$ cat src/rtl/pcs_rx_align_ctrl_pkg.sv
// Shared constants and helpers for the PCS receive word aligner:
// one-hot state encodings, comma patterns, offset width and window slicing.
package pcs_rx_align_ctrl_pkg;

  localparam int OFFSET_W = 4;
  localparam int STATE_W  = 3;

  localparam logic [STATE_W-1:0] ST_SEARCH = 3'b001;
  localparam logic [STATE_W-1:0] ST_VERIFY = 3'b010;
  localparam logic [STATE_W-1:0] ST_LOCKED = 3'b100;

  localparam logic [6:0] COMMA_P = 7'b0011111;
  localparam logic [6:0] COMMA_M = 7'b1100000;

  // Candidate k is win[19-k:10-k]; win[19] is the oldest bit received.
  function automatic logic [9:0] candidate(input logic [19:0] win,
                                           input logic [OFFSET_W-1:0] k);
    return win[5'd10 - {1'b0, k} +: 10];
  endfunction

  function automatic logic is_comma(input logic [9:0] cg);
    return (cg[9:3] == COMMA_P) || (cg[9:3] == COMMA_M);
  endfunction

endpackage

$ cat src/rtl/pcs_rx_align_ctrl_comma_scan.sv
// Combinational comma search over all ten bit offsets of a 20-bit window.
// The lowest matching offset is reported when several match.
module pcs_comma_scan
  import pcs_rx_align_ctrl_pkg::*;
(
  input  logic [19:0]         win,
  output logic                found,
  output logic [OFFSET_W-1:0] k
);

  // Scanning from the top down lets the lowest matching offset overwrite the rest.
  always_comb begin
    found = 1'b0;
    k     = '0;
    for (int i = 9; i >= 0; i--) begin
      if (is_comma(candidate(win, OFFSET_W'(i)))) begin
        found = 1'b1;
        k     = OFFSET_W'(i);
      end
    end
  end

endmodule

$ cat src/rtl/pcs_rx_align_ctrl.sv
// Word-alignment controller ahead of the clause-36 PCS synchronizer.
// Optional realign statistics counter is built when PCS_ALIGN_STATS_EN is defined.
module pcs_rx_align_ctrl
  import pcs_rx_align_ctrl_pkg::*;
#(
  parameter int VERIFY_TIMEOUT = 64,
  parameter int LOSS_FILTER    = 8
) (
  input  logic                clk,
  input  logic                rst,
  input  logic                rx_valid_in,
  input  logic [9:0]          rx_raw,
  input  logic                sync_status,
  output logic [9:0]          rx_code_group,
  output logic                pudi,
  output logic                aligned,
  output logic [OFFSET_W-1:0] offset,
  output logic                realign
`ifdef PCS_ALIGN_STATS_EN
 ,output logic [15:0]         realign_cnt
`endif
);

  localparam int VT_W = $clog2(VERIFY_TIMEOUT + 1);
  localparam int LF_W = $clog2(LOSS_FILTER + 1);

  logic [STATE_W-1:0]  state_q, state_d;
  logic [OFFSET_W-1:0] offset_q, offset_d;
  logic [VT_W-1:0]     verify_timer_q, verify_timer_d;
  logic [LF_W-1:0]     loss_timer_q, loss_timer_d;
  logic                realign_q, realign_d;
  logic [9:0]          prev_q;
  logic [9:0]          code_group_q;
  logic                pudi_q;

  logic [19:0]         win;
  logic                comma_found;
  logic [OFFSET_W-1:0] comma_k;

  assign win = {prev_q, rx_raw};

  pcs_comma_scan u_scan (
    .win   (win),
    .found (comma_found),
    .k     (comma_k)
  );

  // VERIFY watches sync_status every clock; LOCKED counts loss in clocks, not words.
  always_comb begin
    state_d        = state_q;
    offset_d       = offset_q;
    verify_timer_d = verify_timer_q;
    loss_timer_d   = loss_timer_q;
    realign_d      = 1'b0;
    case (state_q)
      ST_SEARCH: begin
        if (rx_valid_in && comma_found) begin
          offset_d       = comma_k;
          verify_timer_d = '0;
          state_d        = ST_VERIFY;
        end
      end
      ST_VERIFY: begin
        if (sync_status) begin
          loss_timer_d = '0;
          state_d      = ST_LOCKED;
        end else if (rx_valid_in) begin
          if (verify_timer_q == VT_W'(VERIFY_TIMEOUT - 1)) begin
            state_d   = ST_SEARCH;
            realign_d = 1'b1;
          end else begin
            verify_timer_d = verify_timer_q + 1'b1;
          end
        end
      end
      ST_LOCKED: begin
        if (sync_status) begin
          loss_timer_d = '0;
        end else if (loss_timer_q == LF_W'(LOSS_FILTER - 1)) begin
          state_d   = ST_SEARCH;
          realign_d = 1'b1;
        end else begin
          loss_timer_d = loss_timer_q + 1'b1;
        end
      end
      default: state_d = ST_SEARCH;
    endcase
  end

  always_ff @(posedge clk) begin
    if (!rst) begin
      state_q        <= ST_SEARCH;
      offset_q       <= '0;
      verify_timer_q <= '0;
      loss_timer_q   <= '0;
      realign_q      <= 1'b0;
      prev_q         <= '0;
      code_group_q   <= '0;
      pudi_q         <= 1'b0;
    end else begin
      state_q        <= state_d;
      offset_q       <= offset_d;
      verify_timer_q <= verify_timer_d;
      loss_timer_q   <= loss_timer_d;
      realign_q      <= realign_d;
      pudi_q         <= rx_valid_in;
      // The forwarded word uses the offset in force before this cycle's search result.
      if (rx_valid_in) begin
        prev_q       <= rx_raw;
        code_group_q <= candidate(win, offset_q);
      end
    end
  end

`ifdef PCS_ALIGN_STATS_EN
  logic [15:0] realign_cnt_q;

  always_ff @(posedge clk) begin
    if (!rst) begin
      realign_cnt_q <= '0;
    end else if (realign_d && (realign_cnt_q != 16'hFFFF)) begin
      realign_cnt_q <= realign_cnt_q + 16'd1;
    end
  end

  assign realign_cnt = realign_cnt_q;
`endif

  assign rx_code_group = code_group_q;
  assign pudi          = pudi_q;
  assign aligned       = (state_q == ST_LOCKED);
  assign offset        = offset_q;
  assign realign       = realign_q;

endmodule

$ cat config.mk
export PLATFORM = sky130hd
export DESIGN_NAME = pcs_rx_align_ctrl
export DESIGN_NICKNAME = d
export VERILOG_FILES = /design/src/rtl/pcs_rx_align_ctrl_pkg.sv /design/src/rtl/pcs_rx_align_ctrl_comma_scan.sv /design/src/rtl/pcs_rx_align_ctrl.sv
export SDC_FILE = /design/constraint.sdc
export NUM_CORES = 1
export LEC_CHECK = 0
export CAP_MARGIN = 20
export CORE_MARGIN = 1
export CORE_UTILIZATION = 56
export CTS_CLUSTER_DIAMETER = 30
export DETAILED_ROUTE_END_ITERATION = 12
export GPL_ROUTABILITY_DRIVEN = 0
export PLACE_DENSITY = 0.89
export SLEW_MARGIN = 10
export SYNTH_ARGS = -nofsm -noshare
export SYNTH_HDL_FRONTEND = slang
export SYNTH_HIERARCHICAL = 1
export SYNTH_SLANG_ARGS = --single-unit
$ cat constraint.sdc
create_clock -name clk -period 5.74 [get_ports clk]
set_clock_uncertainty 0.1 [all_clocks]
set_input_delay 1.148 -clock clk [delete_from_list [all_inputs] [get_ports clk]]
set_output_delay 1.148 -clock clk [all_outputs]
set_load 0.1 [all_outputs]
==> flow_summary_export.csv, run 1 <==
group,metric,value,unit
power_and_ir_drop,power.share.clock,30.6,%
layout,drive_gt1_share,10.2,%
sta,fmax,258,MHz
power_and_ir_drop,power_switching,0.221,mW
clock_network,cts_hold_buf,0,
sta,final_hold_viol_count,0,
critical_path,crit_path_max_incr_delay,690,ps
clock_network,clockRootBuffer,"clkbuf_8",
critical_path,path_max_fanout,13,
sta,worst_slew_pin_slew,975,ps
routing,drtIter0Drc,325,
power_and_ir_drop,swShare,33.2,%
yosys,synth_area,3040,sq um
critical_path,cp_cell_sequence,"clkdlybuf4s50_1, or4_2, o221ai_1, a21boi_0, nand4_1, nand3_1, a211oi_1, xnor2_1, nor2_1",
job,cap_violations,0,
yosys,synth_edf_count,0,
sta,tns,0,ps
floorplan,die_w,75.7,um
clock_network,tritoncts,"done",
critical_path,crit_type,"in -> reg",
layout,n_antenna_cell,0,
critical_path,arrival,3960,ps
placement,placed_cells,423,
yosys,synth.top_cell.area_share,26.3,%
power_and_ir_drop,peakVddDrop,0.000128,V
clock_network,cts_resized,0,
critical_path,critPathSlowestCell,"or4_2",
routing,wire_per_inst,16.7,um
critical_path,cp-end-kind,"register",
yosys,syn_inst,346,
clock_network,cts_sinks,40,
grt,grt_pass1_vias,2337,
grt,antenna_found_initial,0,
critical_path,required,5830,ps
critical_path,reg2reg_slack,2510,ps
yosys,synthFlopType,"dfxtp_1",
grt,overflow,0,
layout,fin_nets,377,
clock_network,cts_buffers,5,
sta,whs,358,ps
routing,routed_wl,7180,um
routing,route.detailed.drc,0,
grt,gr-usage-all-layers,25.6,%
layout,stdcell_count,431,
sta,layout_setup_ws,1870,ps
placement,hpwl,4910,um
floorplan,die_area,5730,sq um
sta,slew_headroom,34.8,%
clock_network,cts_setup_buffers,0,
yosys,avgSynthCellArea,8.78,sq um
sta,setup_violations,0,
routing,drtAntennaViolNets,0,
routing,firstDrtPassIters,5,
power_and_ir_drop,leakagePower,1.16,nW
floorplan,start_util,58.8,%
layout,filler_cell_count,440,
yosys,synth-warning-count,6,
critical_path,critical_path.top_delay_family,"simple AND/OR/NAND/NOR gates",
grt,grt_pass1_wl,11200,um
grt,grt_max_degree,25,
yosys,synth_nets,363,
sta,grt_setup_unrepaired,"false",
floorplan,die_h,75.7,um
placement,io_buffers,30,
layout,synthToLayoutAreaGrowth,10.8,%
power_and_ir_drop,combPwrFrac,23.0,%
sta,drv_slew,0,
floorplan,rows,26,
power_and_ir_drop,cellPowerDensity,197,nW/um^2
critical_path,start_kind,"input pin",
critical_path,path_buf_inv,1,
yosys,yosysSeqAreaShare,26.3,%
hold_path,worst_hold_path_type,"reg -> reg",
yosys,synth_cell_types,68,
power_and_ir_drop,power.internal,0.444,mW
yosys,async_flop_share,0,%
yosys,yosys-top-cells-area,"dfxtp_1, mux2i_1, nand2_1, mux2_2, mux4_1",
floorplan,io_pins,31,
power_and_ir_drop,p_seq_share,46.4,%
sta,fin_crit,3870,ps
floorplan,core_area,5170,sq um
status,status,"completed",
placement,pre_cts_slack,1580,ps
yosys,synth_largest_area_cell,"dfxtp_1",
sta,fin_crit_sh,67.4,%
clock_network,htreeDepth,2,
clock_network,clk-insertion-delay-late,300,ps
clock_network,path_clk_slew,90,ps
yosys,yosys_register_bits,40,
routing,vias,2763,
clock_network,ctsLongestPathBuffers,2,
routing,via_per_inst,6.41,
[layout make-up]
| class | count | area, sq um | area share (%) |
|---|---|---|---|
| inverter | 6 | 22.5 | 0.669 |
| tap | 70 | 87.6 | 2.60 |
| sequential | 40 | 801 | 23.8 |
| timing repair buffer | 32 | 315 | 9.36 |
| clock buffer | 7 | 86.3 | 2.56 |
| multi-input combinational | 275 | 2050 | 60.8 |
| clock inverter | 1 | 7.51 | 0.223 |
[routing by layer]
layer | track usage, % | up-vias | share of wire [%]
li1 | - | 1310 | -
met1 | 34.2 | 1313 | 44
met2 | 41.7 | 125 | 47
met3 | 4.76 | 15 | 6.2
met4 | 8.44 | 0 | 2.0
met5 | 0 | - | 0
[power by group through the flow]
stage          clock network (mW)  registers, mW  logic (mW)
6_report                    0.203          0.309       0.153
5_1_grt                     0.219          0.311       0.164
4_1_cts                     0.206          0.308       0.151
2_1_floorplan                   0          0.335      0.0923
3_5_place_dp                    0          0.314       0.150
3_3_place_gp                    0          0.314       0.147
[metrics by stage]
stage / cell area (sq um) / power, mW / utilization, %
finish: 3370 / 0.665 / 65.1
global route: 3370 / 0.693 / 65.1
CTS: 3370 / 0.666 / 65.1
detailed placement: 3270 / 0.465 / 63.3
global placement: 3270 / 0.461 / 63.3
floorplan: 3040 / 0.427 / -
[registers in the layout (all words and copies together), names as in the netlist]
name            flops
prev_q             10
rx_code_group      10
verify_timer_q      7
loss_timer_q        4
offset              4
state_q             3
pudi                1
realign             1
[worst reg2reg max path: stages, from the launching register on]
cell and delay (ps):
dfxtp_1 670, buf_4 360, ha_1 830, mux2i_1 400
inv_1 70, mux4_2 480, nor2_1 120, o31ai_1 90
[cell usage after synthesis, types with 4 or more instances]
library cell	number
mux4_2	4
mux4_1	4
a21oi_1	7
mux2_2	11
inv_1	6
a32oi_1	5
nand4_1	4
a211oi_1	6
buf_6	4
mux2i_1	22
buf_2	9
xnor2_1	8
nand2_1	37
nor2_1	28
and2_1	4
nor3b_1	6
nand3_1	16
o21ai_0	14
nor3_1	13
clkbuf_1	4
dfxtp_1	40
a21boi_0	8
nor2b_1	15
[cells by family after synthesis]
family | Yosys count | share of synthesized area, %
adders and majority gates | 3 | 1.24
xor gates and xnor gates | 13 | 4.98
DFF | 40 | 26.3
muxes | 42 | 18.2
AOI/OAI and AO/OA | 69 | 16.8
and+or+nand+nor | 148 | 26.2
buffers and inverters | 31 | 6.26
[path summary, 6_finish.rpt]
path	start	to	depth (start not counted)
worst min register to register	rx_code_group[2]	rx_code_group[2]	2
worst max register to register	offset[0]	rx_code_group[6]	7
worst min-delay path	rx_code_group[2]	rx_code_group[2]	2
worst max-delay path	rx_raw[9]	verify_timer_q[5]	9
[layout by cell type, fill, tap and decap left out, types with 3 or more instances in the layout]
cell / n
clkbuf_8: 6
mux2_2: 11
and2_1: 4
o21ai_0: 14
nor2b_1: 15
mux4_1: 4
xnor2_1: 8
ha_1: 3
o31ai_1: 3
nor4_1: 3
mux4_2: 4
a21oi_1: 7
nor3b_1: 6
nand4_1: 4
mux2i_1: 22
a21o_1: 3
xor2_1: 3
nand2_1: 37
nand3_1: 16
nor2_1: 28
and3_1: 3
a211oi_1: 6
a32oi_1: 5
inv_1: 6
a21boi_0: 8
nor3_1: 13
dfxtp_1: 40
nand2b_1: 3
clkdlybuf4s50_1: 30
(Power assumes the default switching activity.)
==> run 2, diff against run 1 <==
--- a/config.mk
+++ b/config.mk
@@ -7,11 +7,11 @@
 export LEC_CHECK = 0
 export CAP_MARGIN = 20
 export CORE_MARGIN = 1
-export CORE_UTILIZATION = 56
+export CORE_UTILIZATION = 52
 export CTS_CLUSTER_DIAMETER = 30
 export DETAILED_ROUTE_END_ITERATION = 12
 export GPL_ROUTABILITY_DRIVEN = 0
-export PLACE_DENSITY = 0.89
+export PLACE_DENSITY = 0.87
 export SLEW_MARGIN = 10
 export SYNTH_ARGS = -nofsm -noshare
 export SYNTH_HDL_FRONTEND = slang
==> constraint.sdc (replaced) <==
create_clock -name clk -period 3.3 [get_ports clk]
set_clock_uncertainty 0.1 [all_clocks]
set_input_delay 0.66 -clock clk [delete_from_list [all_inputs] [get_ports clk]]
set_output_delay 0.66 -clock clk [all_outputs]
set_load 0.1 [all_outputs]
==> flow_summary_export.csv, run 2 (synthesis results as in run 1) <==
group,metric,value,unit
critical_path,start_kind,"input pin",
clock_network,cts_buffers,5,
clock_network,clockRootBuffer,"clkbuf_8",
floorplan,die_area,6150,sq um
layout,multiInputGateArea,2050,sq um
sta,fin_crit_sh,92.0,%
floorplan,io_pins,31,
sta,setup_violations,0,
clock_network,cts_resized,0,
critical_path,reg2reg_slack,470,ps
critical_path,cp_common_cell,"buf_4",
clock_network,cts_sinks,40,
grt,gr-usage-all-layers,24.3,%
sta,whs,368,ps
power_and_ir_drop,finalPower,1.22,mW
critical_path,timing.rr.start,"prev_q[1]",
grt,antenna_found_initial,0,
clock_network,cts_setup_buffers,0,
clock_network,htreeDepth,2,
floorplan,start_util,54.5,%
clock_network,path_clk_slew,80,ps
status,status,"completed",
sta,worst_slew_pin_slew,943,ps
floorplan,die_w,78.5,um
layout,final_cell_mix,"dfxtp_1, nand2_1, buf_4",
layout,fin_nets,388,
critical_path,path_max_fanout,9,
layout,synthToLayoutAreaGrowth,13.0,%
critical_path,required,3420,ps
job,cap_violations,0,
critical_path,cp-end-kind,"register",
layout,drive_gt1_share,17.7,%
routing,firstDrtPassIters,5,
routing,wire_per_inst,16.3,um
sta,slew_headroom,37.2,%
clock_network,ctsLongestPathBuffers,2,
grt,overflow,0,
critical_path,cp_cell_sequence,"clkdlybuf4s50_1, buf_4, nand2b_1, nor2_1, or3_1, a21boi_0, nand4_1, nand3_1, buf_4, nand2_1, nor3b_1",
critical_path,r2r_end,"verify_timer_q[6]",
floorplan,die_h,78.5,um
critical_path,arrival,3160,ps
sta,fmax,329,MHz
placement,io_buffers,30,
routing,via_per_inst,6.30,
routing,routed_wl,7230,um
clock_network,cts_hold_buf,0,
placement,hpwl,5200,um
sta,fin_crit,3040,ps
critical_path,critPathSlowestCell,"clkdlybuf4s50_1",
clock_network,clk-insertion-delay-late,300,ps
critical_path,ff2ff_path_depth,9,
layout,n_antenna_cell,0,
power_and_ir_drop,leakagePower,1.26,nW
hold_path,worstHoldStart,"rx_code_group[8]",
layout,post-route-util,61.6,%
critical_path,crit_path_max_incr_delay,510,ps
sta,final_hold_viol_count,0,
clock_network,tritoncts,"done",
power_and_ir_drop,peakVddDrop,0.000231,V
critical_path,crit_type,"in -> reg",
layout,final_common_cell,"dfxtp_1",
routing,drtIter0Drc,263,
grt,grt_pass1_vias,2526,
sta,drv_slew,0,
layout,regArea,801,sq um
hold_path,worst_hold_path_type,"reg -> reg",
hold_path,whs_path_depth,2,
power_and_ir_drop,cellPowerDensity,357,nW/um^2
routing,drtAntennaViolNets,0,
grt,grt_max_degree,32,
floorplan,rows,27,
critical_path,critical_path.top_delay_family,"simple AND/OR/NAND/NOR gates",
hold_path,whs_endpoint,"rx_code_group[8]",
floorplan,core_area,5570,sq um
routing,route.detailed.drc,0,
sta,grt_setup_unrepaired,"false",
grt,grt_pass1_wl,11900,um
critical_path,path_buf_inv,3,
routing,vias,2795,
layout,filler_cell_count,482,
-- run 2: cell count changes in the layout (fill, tap and decap cells not counted) --
| cell | change |
|---|---|
| buf_4 | +28 |
| bufinv_16 | +1 |
| clkbuf_1 | -1 |
| clkbuf_8 | -1 |
| clkdlybuf4s50_1 | -17 |
| clkinv_4 | +2 |
| clkinvlp_4 | -1 |
-- run 2: per-stage QoR --
| stage | TNS, ps | setup WS [ps] | area [sq um] | instances |
|---|---|---|---|---|
| 3_3_place_gp | 0 | 122 | 3320 | 436 |
| 4_1_cts | 0 | 282 | 3430 | 444 |
| 6_report | 0 | 264 | 3430 | 444 |
| 5_1_grt | 0 | 92.4 | 3430 | 444 |
| 2_1_floorplan | 0 | 463 | 3040 | 346 |
| 3_5_place_dp | -18.7 | -18.7 | 3320 | 436 |
-- run 2: layout make-up --
type | instances | area share [%]
Tap cell | 72 | 2.62
Sequential cell | 40 | 23.3
Multi-Input combinational cell | 275 | 59.7
Timing Repair Buffer | 43 | 10.3
Inverter | 6 | 0.656
Clock inverter | 3 | 1.38
Clock buffer | 5 | 2.00
-- run 2: worst register-to-register path: cells and delay by family (launching register included) --
kind / cells / cell delay, ps
AOI/OAI and AO/OA: 1 / 310
buffers and inverters: 1 / 190
DFF: 1 / 700
and+or+nand+nor: 7 / 1450
-- run 2: report_power, final --
| part | internal, mW | leakage (nW) | switching, mW |
|---|---|---|---|
| logic | 0.108 | 0.880 | 0.167 |
| registers | 0.500 | 0.326 | 0.0342 |
| clock network | 0.228 | 0.0583 | 0.187 |
-- run 2: worst max-delay path by stage --
stage	startpoint	to	cells after the start
2_1_floorplan	offset[1]	rx_code_group[3]	7
3_3_place_gp	rx_raw[8]	verify_timer_q[6]	11
3_5_place_dp	rx_raw[8]	verify_timer_q[6]	11
4_1_cts	rx_raw[8]	verify_timer_q[6]	11
5_1_grt	rx_raw[8]	verify_timer_q[6]	11
6_report	rx_raw[8]	verify_timer_q[6]	11
-- run 2: layer usage --
metal	GRT usage (%)	vias to the layer above	routed length (um)
li1	-	1339	-
met1	30.9	1324	3280
met2	41.7	120	3430
met3	3.60	12	410
met4	8.70	0	112
met5	0	-	0
